===== src/rtl/seg7_pkg.sv =====
// -----------------------------------------------------------------------------
// seg7_pkg
// Shared constants for 7-segment display logic:
//   - SEG_A..SEG_G : bit positions of each segment in a 7-bit segment word
//   - HEX_SEG_TABLE: 16-entry hex-to-segment table, active-high, gfedcba
//   - POL_*        : polarity selector constants
//   - seg_apply_pol: maps an active-high segment word onto pin polarity
// -----------------------------------------------------------------------------
package seg7_pkg;

    localparam int SEG_A = 0;
    localparam int SEG_B = 1;
    localparam int SEG_C = 2;
    localparam int SEG_D = 3;
    localparam int SEG_E = 4;
    localparam int SEG_F = 5;
    localparam int SEG_G = 6;

    // Entry [n] is the active-high gfedcba pattern for hex digit n.
    localparam logic [15:0][6:0] HEX_SEG_TABLE = {
        7'b1110001,  // F
        7'b1111001,  // E
        7'b1011110,  // d
        7'b0111001,  // C
        7'b1111100,  // b
        7'b1110111,  // A
        7'b1101111,  // 9
        7'b1111111,  // 8
        7'b0000111,  // 7
        7'b1111101,  // 6
        7'b1101101,  // 5
        7'b1100110,  // 4
        7'b1001111,  // 3
        7'b1011011,  // 2
        7'b0000110,  // 1
        7'b0111111   // 0
    };

    localparam logic POL_ACTIVE_HIGH = 1'b0;
    localparam logic POL_ACTIVE_LOW  = 1'b1;

    // Convert an active-high segment word to the pin level for the polarity.
    function automatic logic [6:0] seg_apply_pol(input logic [6:0] seg_hi,
                                                 input logic       active_low);
        return active_low ? ~seg_hi : seg_hi;
    endfunction

endpackage


===== src/rtl/seg7_hex_decode.sv =====
// -----------------------------------------------------------------------------
// seg7_hex_decode
// Purely combinational hex nibble to 7-segment decoder (active-high).
//   i_nibble : 4-bit hex digit
//   o_seg    : segments, bit0=a .. bit6=g, 1 = lit
// -----------------------------------------------------------------------------
module seg7_hex_decode
    import seg7_pkg::*;
(
    input  logic [3:0] i_nibble,
    output logic [6:0] o_seg
);

    // Table lookup of the segment pattern for the nibble.
    always_comb begin
        o_seg = HEX_SEG_TABLE[i_nibble];
    end

endmodule


===== src/rtl/display7s_scan.sv =====
// -----------------------------------------------------------------------------
// display7s_scan
// Time-multiplexed driver for an N-digit common-anode 7-segment bank with
// double-buffered value/dp, per-slot anti-ghost blanking, leading-zero
// suppression and selectable pin polarity. All pins are registered.
//   clk, rst    : clock, asynchronous active-high reset
//   enable      : 1 = scanning, 0 = dark with scan halted
//   load        : strobe capturing value/dp into the shadow buffer
//   value, dp   : packed hex nibbles and decimal points, digit 0 = LSB
//   blank_lz    : 1 = suppress leading zeros
//   seg, dp_out : segment and decimal-point pins
//   an          : digit select pins
//   frame_done  : one-cycle pulse after the last digit's slot ends
// -----------------------------------------------------------------------------
module display7s_scan
    import seg7_pkg::*;
#(
    parameter int N_DIGITS       = 4,
    parameter int SCAN_DIV       = 50000,
    parameter int BLANK_CYC      = 1000,
    parameter bit SEG_ACTIVE_LOW = 1'b1,
    parameter bit AN_ACTIVE_LOW  = 1'b1
) (
    input  logic                    clk,
    input  logic                    rst,
    input  logic                    enable,
    input  logic                    load,
    input  logic [4*N_DIGITS-1:0]   value,
    input  logic [N_DIGITS-1:0]     dp,
    input  logic                    blank_lz,
    output logic [6:0]              seg,
    output logic                    dp_out,
    output logic [N_DIGITS-1:0]     an,
    output logic                    frame_done
);

    localparam int CNT_W = $clog2(SCAN_DIV);
    localparam int DIG_W = (N_DIGITS > 1) ? $clog2(N_DIGITS) : 1;

    localparam logic [CNT_W-1:0]    CNT_LAST  = CNT_W'(SCAN_DIV - 1);
    localparam logic [CNT_W-1:0]    CNT_BLANK = CNT_W'(BLANK_CYC);
    localparam logic [DIG_W-1:0]    DIG_LAST  = DIG_W'(N_DIGITS - 1);
    localparam logic [N_DIGITS-1:0] AN_OFF    = {N_DIGITS{AN_ACTIVE_LOW}};
    localparam logic [6:0]          SEG_OFF   = {7{SEG_ACTIVE_LOW}};
    localparam logic                DP_OFF    = SEG_ACTIVE_LOW;

    logic [CNT_W-1:0]      r_cnt;
    logic [DIG_W-1:0]      r_dig;
    logic [4*N_DIGITS-1:0] r_shadow_val;
    logic [N_DIGITS-1:0]   r_shadow_dp;
    logic                  r_pending;
    logic [4*N_DIGITS-1:0] r_active_val;
    logic [N_DIGITS-1:0]   r_active_dp;

    logic                  w_boundary;
    logic                  w_on;
    logic [N_DIGITS-1:0]   w_sup;
    logic                  w_run;
    logic [3:0]            w_nibble;
    logic                  w_dig_dp;
    logic                  w_dig_sup;
    logic [N_DIGITS-1:0]   w_an_sel;
    logic [6:0]            w_seg_hi;

    assign w_boundary = enable && (r_cnt == CNT_LAST) && (r_dig == DIG_LAST);
    assign w_on       = enable && (r_cnt >= CNT_BLANK);

    // Slot counter and digit index; disabling parks cnt at 0 and holds dig.
    always_ff @(posedge clk or posedge rst) begin
        if (rst) begin
            r_cnt <= '0;
            r_dig <= '0;
        end else if (!enable) begin
            r_cnt <= '0;
        end else if (r_cnt == CNT_LAST) begin
            r_cnt <= '0;
            r_dig <= (r_dig == DIG_LAST) ? DIG_W'(0) : r_dig + DIG_W'(1);
        end else begin
            r_cnt <= r_cnt + CNT_W'(1);
        end
    end

    // Shadow/active double buffer; active only changes at a frame boundary.
    // A load on the boundary cycle bypasses the shadow and never sets pending.
    always_ff @(posedge clk or posedge rst) begin
        if (rst) begin
            r_shadow_val <= '0;
            r_shadow_dp  <= '0;
            r_pending    <= 1'b0;
            r_active_val <= '0;
            r_active_dp  <= '0;
        end else begin
            if (load) begin
                r_shadow_val <= value;
                r_shadow_dp  <= dp;
            end
            if (w_boundary) begin
                if (load) begin
                    r_active_val <= value;
                    r_active_dp  <= dp;
                end else if (r_pending) begin
                    r_active_val <= r_shadow_val;
                    r_active_dp  <= r_shadow_dp;
                end
                r_pending <= 1'b0;
            end else if (load) begin
                r_pending <= 1'b1;
            end
        end
    end

    // Leading-zero mask: walk down from the top digit while nibble and dp
    // are both zero; digit 0 is never included.
    always_comb begin
        w_sup = '0;
        w_run = blank_lz;
        for (int i = N_DIGITS - 1; i >= 1; i--) begin
            if (w_run && (r_active_val[i*4 +: 4] == 4'h0) && !r_active_dp[i]) begin
                w_sup[i] = 1'b1;
            end else begin
                w_run = 1'b0;
            end
        end
    end

    // Select nibble, dp, suppression bit and one-hot anode for the current digit.
    always_comb begin
        w_nibble  = 4'h0;
        w_dig_dp  = 1'b0;
        w_dig_sup = 1'b0;
        w_an_sel  = '0;
        for (int i = 0; i < N_DIGITS; i++) begin
            if (r_dig == DIG_W'(i)) begin
                w_nibble    = r_active_val[i*4 +: 4];
                w_dig_dp    = r_active_dp[i];
                w_dig_sup   = w_sup[i];
                w_an_sel[i] = 1'b1;
            end else begin
                w_an_sel[i] = 1'b0;
            end
        end
    end

    seg7_hex_decode u_decode (
        .i_nibble (w_nibble),
        .o_seg    (w_seg_hi)
    );

    // Pin registers: one cycle behind the counter state, dark during BLANK.
    always_ff @(posedge clk or posedge rst) begin
        if (rst) begin
            an         <= AN_OFF;
            seg        <= SEG_OFF;
            dp_out     <= DP_OFF;
            frame_done <= 1'b0;
        end else begin
            if (w_on) begin
                an     <= w_an_sel ^ AN_OFF;
                seg    <= w_dig_sup ? SEG_OFF : seg_apply_pol(w_seg_hi, SEG_ACTIVE_LOW);
                dp_out <= w_dig_dp ^ DP_OFF;
            end else begin
                an     <= AN_OFF;
                seg    <= SEG_OFF;
                dp_out <= DP_OFF;
            end
            frame_done <= w_boundary;
        end
    end

endmodule

===== config.mk =====
export PLATFORM = sky130hd
export DESIGN_NAME = display7s_scan
export DESIGN_NICKNAME = d
export VERILOG_FILES = /design/src/rtl/seg7_pkg.sv /design/src/rtl/seg7_hex_decode.sv /design/src/rtl/display7s_scan.sv
export SDC_FILE = /design/constraint.sdc
export NUM_CORES = 1
export LEC_CHECK = 0
export BUFFER_PORTS_ARGS = -buffer_cell sky130_fd_sc_hd__buf_4
export CAP_MARGIN = 20
export CELL_PAD_IN_SITES_DETAIL_PLACEMENT = 0
export CELL_PAD_IN_SITES_GLOBAL_PLACEMENT = 2
export CORE_MARGIN = 2
export CORE_UTILIZATION = 39
export DETAILED_ROUTE_END_ITERATION = 10
export PLACE_DENSITY_LB_ADDON = 0.08
export SYNTH_ARGS = -nofsm -noshare
export SYNTH_HDL_FRONTEND = slang
export SYNTH_SLANG_ARGS = --single-unit

===== constraint.sdc =====
create_clock -name clk -period 3.2 [get_ports clk]
set_input_delay 0.96 -clock clk [delete_from_list [all_inputs] [get_ports clk]]
set_output_delay 0.96 -clock clk [all_outputs]
set_load 0.1 [all_outputs]

==> impl_metrics.ini <==
[run_status]
status = completed

[cts]
cts_resized = 0
clk_latency_ns = 0.34
htreeDepth = 3
ctsHoldBuffers = 0
cts_buffers = 9
clk_pin_slew_ns = 0.08
cts_root_buffer = clkbuf_8
ctsLongestPathBuffers = 2
cts_tree = yes
post-cts-setup-buffers = 0
cts.sinks = 72

[die]
design.die.area_um2 = 9300
die_y_um = 96.4
rows = 33
fp.dieW_um = 96.4
num_io_pins = 38
core_um2 = 8260
start_util = 0.403

[placement]
place_area_um2 = 3750
port_buffers = 37
dp_cells = 414
pre_cts_ws_ns = 0.441
dpl.hpwl_mm = 4.43
place_congestion = 0.776

[sta]
period_needed_ns = 2.74
hold_ws_ns = 0.500
slew_viol_final = 0
setup_violations = 0
worst_pin_slew_ns = 0.591
finalCritPeriodShare = 0.857
maxSlewHeadroom = 0.605
rsz0062_at_grt = false
finalHoldViolCount = 0
worst_slack_ns = 0.458
max_freq_ghz = 0.365
finClkSkew_ns = 0.0128
tns_ns = 0

[logic_synthesis]
synth_nets = 312
synth_common_cells = dfrtp_1 (60), mux2_2 (42), nor2_1 (21)
synth.largest_area_cell = dfrtp_1
ys.flop_type = dfrtp_1
synth_enable_flop_cells = 0
yosys_warnings = 0
synth_cells = 275
syn-cell-area_um2 = 3330
ys_seq_area_frac = 0.545
synth_cell_type_count = 45
yosysTopAreaCellShare = 0.451
synth.most_common_cell = dfrtp_1
synthTopCellsByArea = dfrtp_1 (45%), mux2_2 (14%), dfstp_2 (9.5%)
syn_avg_cell_area_um2 = 12.1
async_reset_ff_frac = 1.00
ys_ff_latch = 72

[final_layout]
final_cell_area_um2 = 3940
stdcell_count = 430
layout.area.seq_um2 = 1820
n_antenna_cell = 0
final_layout_size_suffix_gt1_frac = 0.360
n_fill_cell = 800
utilization = 0.477
area_delta_synth_final_pct = 18.3
multi_input_area_um2 = 1400
fin_nets = 357

[route]
num_vias = 2148
wl_per_cell_um = 14.5
drt_iter0_markers = 70
drc = 0
routed_via_density = 5.00
dr.pass1.iters = 4
routed_wirelength_mm = 6.23
ant_nets = 0

[worst_setup_path]
worst-path-buf-inv = 1
worst_path_largest_cell_delay_ns = 0.56
path_depth = 6
crit_path_top_delay_cell = or4_1
critPathArrivalTime_ns = 2.96
worst-setup-path-type = reg -> reg
startpoint_type = register
reg2reg_depth = 6
path_cells = or4b_1 -> or4_1 -> or2_1 -> nor3_4 -> buf_4 -> mux2_2
crit_required_ns = 3.42
crit_path_end_kind = register
cp_top_family = simple AND/OR/NAND/NOR gates
path_max_fanout = 20

[global_route]
grt_usage = 0.150
grt_antenna_before_repair = 0
grt_pass1_vias = 2108
grt_overflow = 0
grt_pass1_wl_mm = 10.5
grt_start_max_net_pins = 73

[worst_hold_path]
holdPathStages = 1
min_path_type = reg -> reg

[job]
cap_violations = 0

[power]
total_power_mw = 1.79
max-vdd-ir-drop_v = 0.000233
power_density_nw_per_um2 = 455
leakage_nw = 1.76
[where the power goes]
part / leakage [nW] / switching [mW] / internal, mW
Sequential: 0.904 / 0.0149 / 0.945
Clock: 0.0968 / 0.343 / 0.364
Combinational: 0.757 / 0.0612 / 0.0646
Total: 1.76 / 0.419 / 1.37
[path summary, 6_finish.rpt]
kind	startpoint	endpoint	slack, ns
worst max-delay path	r_cnt[4]	r_active_val[8]	0.46
worst min-delay path	r_shadow_val[10]	r_shadow_val[10]	0.50
worst max register to register	r_cnt[4]	r_active_val[8]	0.46
worst min register to register	r_shadow_val[10]	r_shadow_val[10]	0.50
max in group asynchronous	rst	an[2]	2.16
min in group asynchronous	rst	r_cnt[11]	0.68
[cells in the final DEF (no fill, tap or decap), types with 2 or more instances in the layout]
cell / synthesis / final
or4_1: 3 / 3
mux2_2: 42 / 42
a221oi_1: 2 / 2
nand3b_1: 3 / 3
clkinv_4: 0 / 2
a21oi_1: 7 / 7
nor2b_1: 2 / 2
nor3_1: 3 / 3
nand3_1: 7 / 7
nor2_1: 21 / 21
xor2_1: 6 / 6
a211oi_1: 2 / 2
dfrtp_1: 60 / 60
clkbuf_8: 0 / 9
or3_1: 2 / 2
dfstp_2: 12 / 12
xnor2_1: 8 / 8
buf_4: 0 / 43
o31ai_1: 2 / 2
ha_1: 12 / 12
o21ai_0: 3 / 3
and3_1: 4 / 4
o211ai_1: 3 / 3
o221ai_1: 3 / 3
and4_1: 2 / 2
inv_1: 14 / 13
nand2b_1: 2 / 2
nor3b_1: 2 / 2
mux2i_1: 4 / 4
nand2_1: 19 / 19
[sequential cells by signal, summed over array words and instances (netlist names)]
| register | flops |
|---|---|
| r_shadow_val | 16 |
| r_pending | 1 |
| dp_out | 1 |
| r_shadow_dp | 4 |
| r_active_val | 16 |
| seg | 7 |
| r_dig | 2 |
| r_active_dp | 4 |
| r_cnt | 16 |
| frame_done | 1 |
| an | 4 |
[routing by layer]
metal  track usage  vias up  wire (um)
li1              -     1052          -
met2         0.227       33       2760
met1         0.210     1055       3170
met4        0.0599        0         95
met5             0        -          0
met3        0.0349        8        206
[cells by family (layout without fill, tap and decap cells)]
group | after synthesis | in the layout | share of synthesized area
and+or+nand+nor | 78 | 78 | 0.124
DFF | 72 | 72 | 0.545
muxes | 47 | 47 | 0.157
AOI/OAI and AO/OA | 28 | 28 | 0.0578
buffers and inverters | 24 | 74 | 0.0338
xor gates and xnor gates | 14 | 14 | 0.0368
adders and majority gates | 12 | 12 | 0.0451
[final cells by class]
class,count,share of cell area
Multi-Input combinational cell,179,0.356
Clock inverter,6,0.0175
Inverter,14,0.0133
Sequential cell,72,0.461
Timing Repair Buffer,44,0.0870
Tap cell,105,0.0333
Clock buffer,10,0.0324
No activity file was read; power rests on OpenSTA's default activity.
